<file path="src/rtl/gardner_loop_nco.sv">
// gardner_loop_nco: PI loop filter plus decrementing NCO for Gardner symbol timing recovery.
//
// Each timing-error sample passes through a proportional-integral filter. The filter's
// control word trims the step of an NCO that decrements once per interpolator sample.
// When the NCO underflows, the block registers a one-cycle symbol strobe together with
// the fractional interval mu.
//
// Optional build macro GARDNER_LOOP_INTEG_SAT_EN: when it is defined, the integrator and
// the control word saturate at the signed ACC_WIDTH limits. When it is undefined, both
// wrap modulo 2^ACC_WIDTH.
//
// Handshake: err_valid and sample_valid are valid-only qualifiers with no back-pressure.
// A high level means the accompanying data (or one interpolator sample) is consumed in
// that same cycle. Nothing is held or retried.
module gardner_loop_nco #(
  parameter int SYM_WIDTH = 1,
  parameter int INT_WIDTH = 1,
  parameter int DEC_WIDTH = 14,
  parameter int ACC_WIDTH = 20,
  parameter int NCO_WIDTH = 16,
  parameter int K1_SHIFT  = 4,
  parameter int K2_SHIFT  = 10,
  parameter logic [NCO_WIDTH-1:0] NOM_STEP = 16'h8000,
  parameter logic [NCO_WIDTH-1:0] ETA_INIT = 16'hFFFF,
  parameter int MU_SHIFT  = 1
) (
  input  logic                                           clk,
  input  logic                                           rst,
  input  logic                                           err_valid,
  input  logic signed [SYM_WIDTH+INT_WIDTH+DEC_WIDTH-1:0] err_data,
  input  logic                                           sample_valid,
  input  logic                                           loop_clr,
  output logic                                           strobe,
  output logic        [DEC_WIDTH-1:0]                    mu,
  output logic        [ACC_WIDTH-1:0]                    ctrl_word
);

  // Width of the step computation: the control word scaled into NCO units, plus one
  // guard bit so that adding NOM_STEP can never wrap before the clamp is applied.
  localparam int SW = ACC_WIDTH + NCO_WIDTH - DEC_WIDTH + 1;
  localparam int SH = NCO_WIDTH - DEC_WIDTH;
  localparam int MW = NCO_WIDTH + MU_SHIFT;

  localparam logic signed [SW-1:0] NOM_W    = SW'(NOM_STEP);
  localparam logic signed [SW-1:0] STEP_MIN = SW'(1);
  localparam logic signed [SW-1:0] STEP_MAX = SW'({NCO_WIDTH{1'b1}});

  // Filter-domain adder. It wraps by default and clamps when saturation is built in.
  function automatic logic signed [ACC_WIDTH-1:0] acc_add(
    input logic signed [ACC_WIDTH-1:0] a,
    input logic signed [ACC_WIDTH-1:0] b
  );
`ifdef GARDNER_LOOP_INTEG_SAT_EN
    logic signed [ACC_WIDTH:0] s;
    s = (ACC_WIDTH+1)'(a) + (ACC_WIDTH+1)'(b);
    if (s[ACC_WIDTH] != s[ACC_WIDTH-1]) begin
      if (s[ACC_WIDTH]) return {1'b1, {(ACC_WIDTH-1){1'b0}}};
      else              return {1'b0, {(ACC_WIDTH-1){1'b1}}};
    end
    return s[ACC_WIDTH-1:0];
`else
    return a + b;
`endif
  endfunction

  logic signed [ACC_WIDTH-1:0] integ_q, integ_d;
  logic signed [ACC_WIDTH-1:0] ctrl_q, ctrl_d;
  logic        [NCO_WIDTH-1:0] eta_q, eta_d;
  logic        [DEC_WIDTH-1:0] mu_q, mu_d;
  logic                        strobe_q, strobe_d;

  logic signed [ACC_WIDTH-1:0] e_ext;
  logic signed [ACC_WIDTH-1:0] integ_n;
  logic signed [ACC_WIDTH-1:0] ctrl_n;
  logic signed [SW-1:0]        step_wide;
  logic        [NCO_WIDTH-1:0] step;
  logic                        underflow;
  logic        [MW-1:0]        eta_sh;
  logic                        mu_ovf;
  logic        [DEC_WIDTH-1:0] mu_new;

  assign e_ext = ACC_WIDTH'(err_data);

  // Loop filter: the integrator takes a 2^-K2 share of the error, and the output adds
  // a 2^-K1 proportional term. A clear takes priority over a new error sample.
  always_comb begin
    integ_n = acc_add(integ_q, e_ext >>> K2_SHIFT);
    ctrl_n  = acc_add(e_ext >>> K1_SHIFT, integ_n);
    integ_d = integ_q;
    ctrl_d  = ctrl_q;
    if (loop_clr) begin
      integ_d = '0;
      ctrl_d  = '0;
    end else if (err_valid) begin
      integ_d = integ_n;
      ctrl_d  = ctrl_n;
    end
  end

  // NCO step: nominal step plus the registered control word scaled to NCO units,
  // clamped so the step is never zero and never wraps past full scale.
  always_comb begin
    step_wide = NOM_W + ((SW'(ctrl_q)) <<< SH);
    if (step_wide < STEP_MIN)      step = STEP_MIN[NCO_WIDTH-1:0];
    else if (step_wide > STEP_MAX) step = STEP_MAX[NCO_WIDTH-1:0];
    else                           step = step_wide[NCO_WIDTH-1:0];
  end

  // Underflow detection and mu extraction use the pre-update eta. Mu saturates when
  // the MU_SHIFT scaling pushes a set bit off the top of the NCO word.
  always_comb begin
    underflow = (eta_q < step);
    eta_sh    = MW'(eta_q) << MU_SHIFT;
    mu_ovf    = (eta_sh >> NCO_WIDTH) != '0;
    mu_new    = mu_ovf ? '1 : DEC_WIDTH'(eta_sh >> SH);
  end

  // NCO decrement, strobe and mu. The NCO advances only on consumed samples, and the
  // strobe is forced low in every other cycle.
  always_comb begin
    eta_d    = eta_q;
    strobe_d = 1'b0;
    mu_d     = mu_q;
    if (sample_valid) begin
      eta_d    = eta_q - step;
      strobe_d = underflow;
      if (underflow) mu_d = mu_new;
    end
  end

  // State registers with asynchronous reset.
  always_ff @(posedge clk or posedge rst) begin
    if (rst) begin
      integ_q  <= '0;
      ctrl_q   <= '0;
      eta_q    <= ETA_INIT;
      mu_q     <= '0;
      strobe_q <= 1'b0;
    end else begin
      integ_q  <= integ_d;
      ctrl_q   <= ctrl_d;
      eta_q    <= eta_d;
      mu_q     <= mu_d;
      strobe_q <= strobe_d;
    end
  end

  assign strobe    = strobe_q;
  assign mu        = mu_q;
  assign ctrl_word = ctrl_q;

endmodule

</file>
<file path="config.mk">
export PLATFORM = sky130hd
export DESIGN_NAME = gardner_loop_nco
export DESIGN_NICKNAME = d
export VERILOG_FILES = /design/src/rtl/gardner_loop_nco.sv
export SDC_FILE = /design/constraint.sdc
export NUM_CORES = 1
export LEC_CHECK = 0
export CORE_ASPECT_RATIO = 2
export CORE_UTILIZATION = 30
export DETAILED_ROUTE_END_ITERATION = 8
export SYNTH_ARGS = -nofsm -noshare
export SYNTH_HDL_FRONTEND = slang
export SYNTH_SLANG_ARGS = --single-unit
export TNS_END_PERCENT = 100
</file>
<file path="constraint.sdc">
create_clock -name clk -period 8.05 [get_ports clk]
set_clock_uncertainty 0.05 [all_clocks]
set_input_delay 1.61 -clock clk [delete_from_list [all_inputs] [get_ports clk]]
set_output_delay 1.61 -clock clk [all_outputs]
set_load 0.01 [all_outputs]
</file>
### Word-level counts from Yosys, hierarchy flattened

Cells that the tools add are included.

| word-level totals | value |
|---|---|
| flip-flop bits (word level) | 71 |
| word-level logic and storage cells | 22 |
| output and inout bits | 35 |

| operators by class | value |
|---|---|
| $lt $le $gt $ge | 3 |
| reductions and logical operators | 2 |
| add/subtract/negate cells | 4 |
| muxes and demuxes | 8 |

Operator list:

| kind | number |
|---|---|
| $mux 20 | 4 |
| $mux 16 | 2 |
| $add 17x22->23 const A | 1 |
| $gt 23x17->1 const B | 1 |
| $lt 23x2->1 const B | 1 |
| $add 12x20->20 | 1 |
| $add 20x6->20 | 1 |
| $lt 16x16->1 | 1 |
| $sub 16x16->16 | 1 |
| $mux 14 | 1 |
| $reduce_and 2->1 | 1 |
| $reduce_bool 2->1 | 1 |
| $mux 1 | 1 |

### Longest topological paths before layout

| depth | value |
|---|---|
| depth in word-level cells | 6 |
| gate-level depth with buffers | 22 |
| gate-level depth less buffers | 18 |

### Worst setup path before layout

No wires, ideal clock.

| timing path | value |
|---|---|
| path kind | in2reg |
| start point | in err_data[10] |
| end point | reg ctrl_q[19], in the netlist ctrl_word[19] |
| path slack | 2.840 ns |
| stages on the path | 15 |
| library setup time | 0.126 ns |
| arrival | 5.034 ns |
| path through | ha_1 -> fa_1 -> a21o_1 -> a21oi_1 -> o21ai_0 -> a31o_2 -> a2111oi_4 -> o21ai_0 -> nor2b_1 -> ha_1 -> a21oi_1 -> a21oi_1 -> or3_1 -> and2_1 -> a311o_1 |

| between the ends | value |
|---|---|
| word-level cells in the longest chain between the ends | 4 |

Ends and longest elaborated chain:

| what | line | source |
|---|---|---|
| from (decl) | 30 | `input logic signed [SYM_WIDTH+INT_WIDTH+DEC_WIDTH-1:0] err_data,` |
| $add 20x6->20 | 62 | `return a + b;` |
| $add 12x20->20 * | 62 |  |
| $mux 20 * | 94 | `end else if (err_valid) begin` |
| $mux 20 * | 91 | `if (loop_clr) begin` |
| to (signal assigned) | 141 | `ctrl_q <= ctrl_d;` |
| to (decl) | 67 | `logic signed [ACC_WIDTH-1:0] ctrl_q, ctrl_d;` |

Mark *: on every way between the ends. The rest lies on a longest branch, timed or not. The select of a mux whose other input is x is not followed.
A chain may end at the register's enable or synchronous reset.

### Worst setup path after layout

| timing path | value |
|---|---|
| start point | in err_data[15] |
| end point | reg ctrl_q[19], in the netlist ctrl_word[19] |

The elaborated chain is that of the path after synthesis.

==> qor.txt <==
Port bufs: 51
Slew margin rel.: 28.6%
CTS tree: yes
Number of flops mapped to enable cells by yosys: 0
Synth-to-Final Area Change: 18.6%
Wire length per cell: 15.2 um
Total global-route track usage: 15.0%
Setup crit start kind: primary input
Synth cell count leaders: nor2_1 (77), o21ai_0 (57), ha_1 (56)
Worst Hold Class: register to register
Crit path cell chain: clkdlybuf4s50_1, ha_1, and3_1, a221o_1, a211o_1, a31o_2, a2111oi_4, o21ai_0, nor2b_1, ha_1, a21oi_1, a21oi_1, or3_1, and2_1, a311o_1
Reg clk slew, reported paths: 0.06 ns
Top-Level Pins: 56
DRC Markers: 0
Max Cap Viol: 0
Max-slew violation count: 0
Post-synthesis cell type count: 57
Setup bufs post-CTS: 0
Top cell type's share of synthesized area: 24.5%
Fin. Hold Viols: 0
Status: complete, no violations
VDD IR-drop max: 0.128 mV
Yosys warns: 0
Ys async rst share: 100%
Register area share after synthesis: 32.0%
Pin count of the biggest net entering global routing: 72
Crit path DAT: 6.13 ns
Tcrit/Tclk final: 74.1%
Post-Syn Area: 5610 um2
Initial antenna violation count: 0
Post-CTS resize count: 0
Cts-stage hold buffer count: 0
Die width: 98.7 um
Pwr Total: 0.00268 W
Leakage: 2.99 nW
Post-DP HPWL: 10,300 um
Slowest CP cell: clkdlybuf4s50_1
Sink Count: 71
Cell with the most instances after synthesis: nor2_1
Dominant synthesized flop cell: dfrtp_1
CP Buf/Inv Count: 1
Mapped Nets: 725
GPL Wtd Cong: 0.827
CTS max path bufs: 2
GRT overflow: 0
Vias in the first global route: 4,855
Clock root buffer: clkbuf_16
RSZ-0062 raised after global routing: no
Nets: 769
First-pass GRT wire length: 22,800 um
PwrDens: 403 nW/um2
Slowest stage delay, CP: 0.60 ns
Die ar.: 19,300 um2
Crit Path Class: primary input to register
Mapped Avg Cell Area: 8.70 um2
Vias: 4,833
Vias per cell: 5.31
Die Y-Extent: 195 um
Max FO, Critical Path: 6
Syn Inst Count: 645
Setup TNS: 0 ns
N_diodes: 0
Core Area: 18,300 um2
CP top delay family: compound AO/OA/AOI/OAI gates
Final min period: 5.96 ns
Synth area leaders: dfrtp_1 (25%), ha_1 (12%), dfstp_2 (7.5%)
DRT iter0 DRCs: 148
Clk_lat worst skew: 0.35 ns
Antenna Nets Post-Route: 0
Highest clock rate: 168 MHz
Post-Route WL: 13,800 um
Share of layout cells above drive strength 1: 9.08%
# placed instances: 894
Final setup viols: 0
Num CTS Buffers: 9
Worst setup EP type: register
Worst-margin pin slew: 1.07 ns
Area leader, netlist: dfrtp_1
Finished Layout Cells: 910
Starting density of the core: 30.7%
Seq cells post-synth: 71
CTS H-tree depth: 3
Number of cell rows: 70
Worst Path Required: 8.22 ns
Pre-antenna DRT Iters: 4
Post-route core utilization: 36.4%
==> sequential cells by signal, summed over array words and instances (netlist names) <==
| register | count |
|---|---|
| mu | 14 |
| eta_q | 16 |
| ctrl_word | 20 |
| integ_q | 20 |
| strobe | 1 |
==> area by class of cell <==
cell class / instances / area, um2
flip-flops and latches: 71 / 1800
well taps: 216 / 270
clock buffers: 13 / 250
inverters: 27 / 101
clock inverters: 3 / 68.8
multi-input cells: 525 / 3640
repair buffers: 55 / 531
fillers: 1859 / 11600
==> per-stage QoR <==
stage | instance area [um2] | hold slack [ns] | setup WS (ns)
after floorplan | 5610 | 0.412 | 2.84
after global placement | 6340 | 0.410 | 1.79
after detailed placement | 6340 | 0.419 | 1.75
after CTS | 6660 | 0.432 | 2.09
after global routing | 6660 | 0.446 | 1.87
final | 6660 | 0.424 | 2.09
==> final timing paths <==
check | startpoint | endpoint | slack, ns | cells past startpoint
max in group asynchronous | rst | strobe$_DFF_PP0_ | 5.52 | 3
worst min register to register | mu[4]$_DFFE_PP0P_ | mu[4]$_DFFE_PP0P_ | 0.42 | 2
worst max-delay path | err_data[15] | ctrl_word[19]$_DFFE_PP0P_ | 2.09 | 15
min in group asynchronous | rst | integ_q[19]$_DFFE_PP0P_ | 1.81 | 3
worst max register to register | ctrl_word[13]$_DFFE_PP0P_ | mu[11]$_DFFE_PP0P_ | 2.95 | 16
worst min-delay path | mu[4]$_DFFE_PP0P_ | mu[4]$_DFFE_PP0P_ | 0.42 | 2
==> placed cells by master (no fill, tap or decap), types with 7 or more instances in the layout <==
master / netlist / routed
nor3_1: 20 / 20
dfstp_2: 16 / 16
a211oi_1: 9 / 9
ha_1: 56 / 56
clkbuf_16: 0 / 9
a21oi_1: 44 / 44
xnor2_1: 26 / 26
or3_1: 7 / 7
mux2i_1: 21 / 21
dfrtp_1: 55 / 55
o21a_1: 10 / 10
nand3b_1: 11 / 11
and3_1: 8 / 8
xor2_1: 7 / 7
nand3_1: 11 / 11
mux2_2: 10 / 10
o211ai_1: 7 / 7
clkdlybuf4s50_1: 0 / 49
a21o_1: 17 / 17
inv_1: 26 / 25
nand2_1: 41 / 41
nor2b_1: 7 / 7
nor2_1: 77 / 77
o21ai_0: 57 / 57
==> power by group <==
group / total, W / leakage (nW) / switching (W) / internal (W)
Combinational: 0.00161 / 1.96 / 0.000828 / 0.000779
Sequential: 0.000635 / 0.873 / 0.000112 / 0.000523
Clock: 0.000437 / 0.154 / 0.000156 / 0.000281
==> tightest hold or removal path: cells and delay by family (launching register included) <==
family	cells	cell delay, ns
flops	1	0.34
simple gates	1	0.04
compound gates	1	0.06
==> cell families after synthesis <==
logic type               count (synthesis)  synth area share (%)
AND/OR/NAND/NOR                        221                  19.4
adder cells (fa/ha/maj)                 59                  13.6
buffers and inverters                   49                  3.28
XOR/XNOR                                33                  5.15
flip-flops                              71                  32.0
multiplexers                            31                  5.75
AO/OA/AOI/OAI                          181                  20.8
==> per-layer routing <==
layer	up-vias	wire, um	GRT usage [%]
li1	2438	-	-
met1	2308	5040	13.4
met2	62	8130	31.6
met3	25	220	1.57
met4	0	429	7.57
met5	-	0	0
Note: power is estimated with default switching activity, not from simulation.
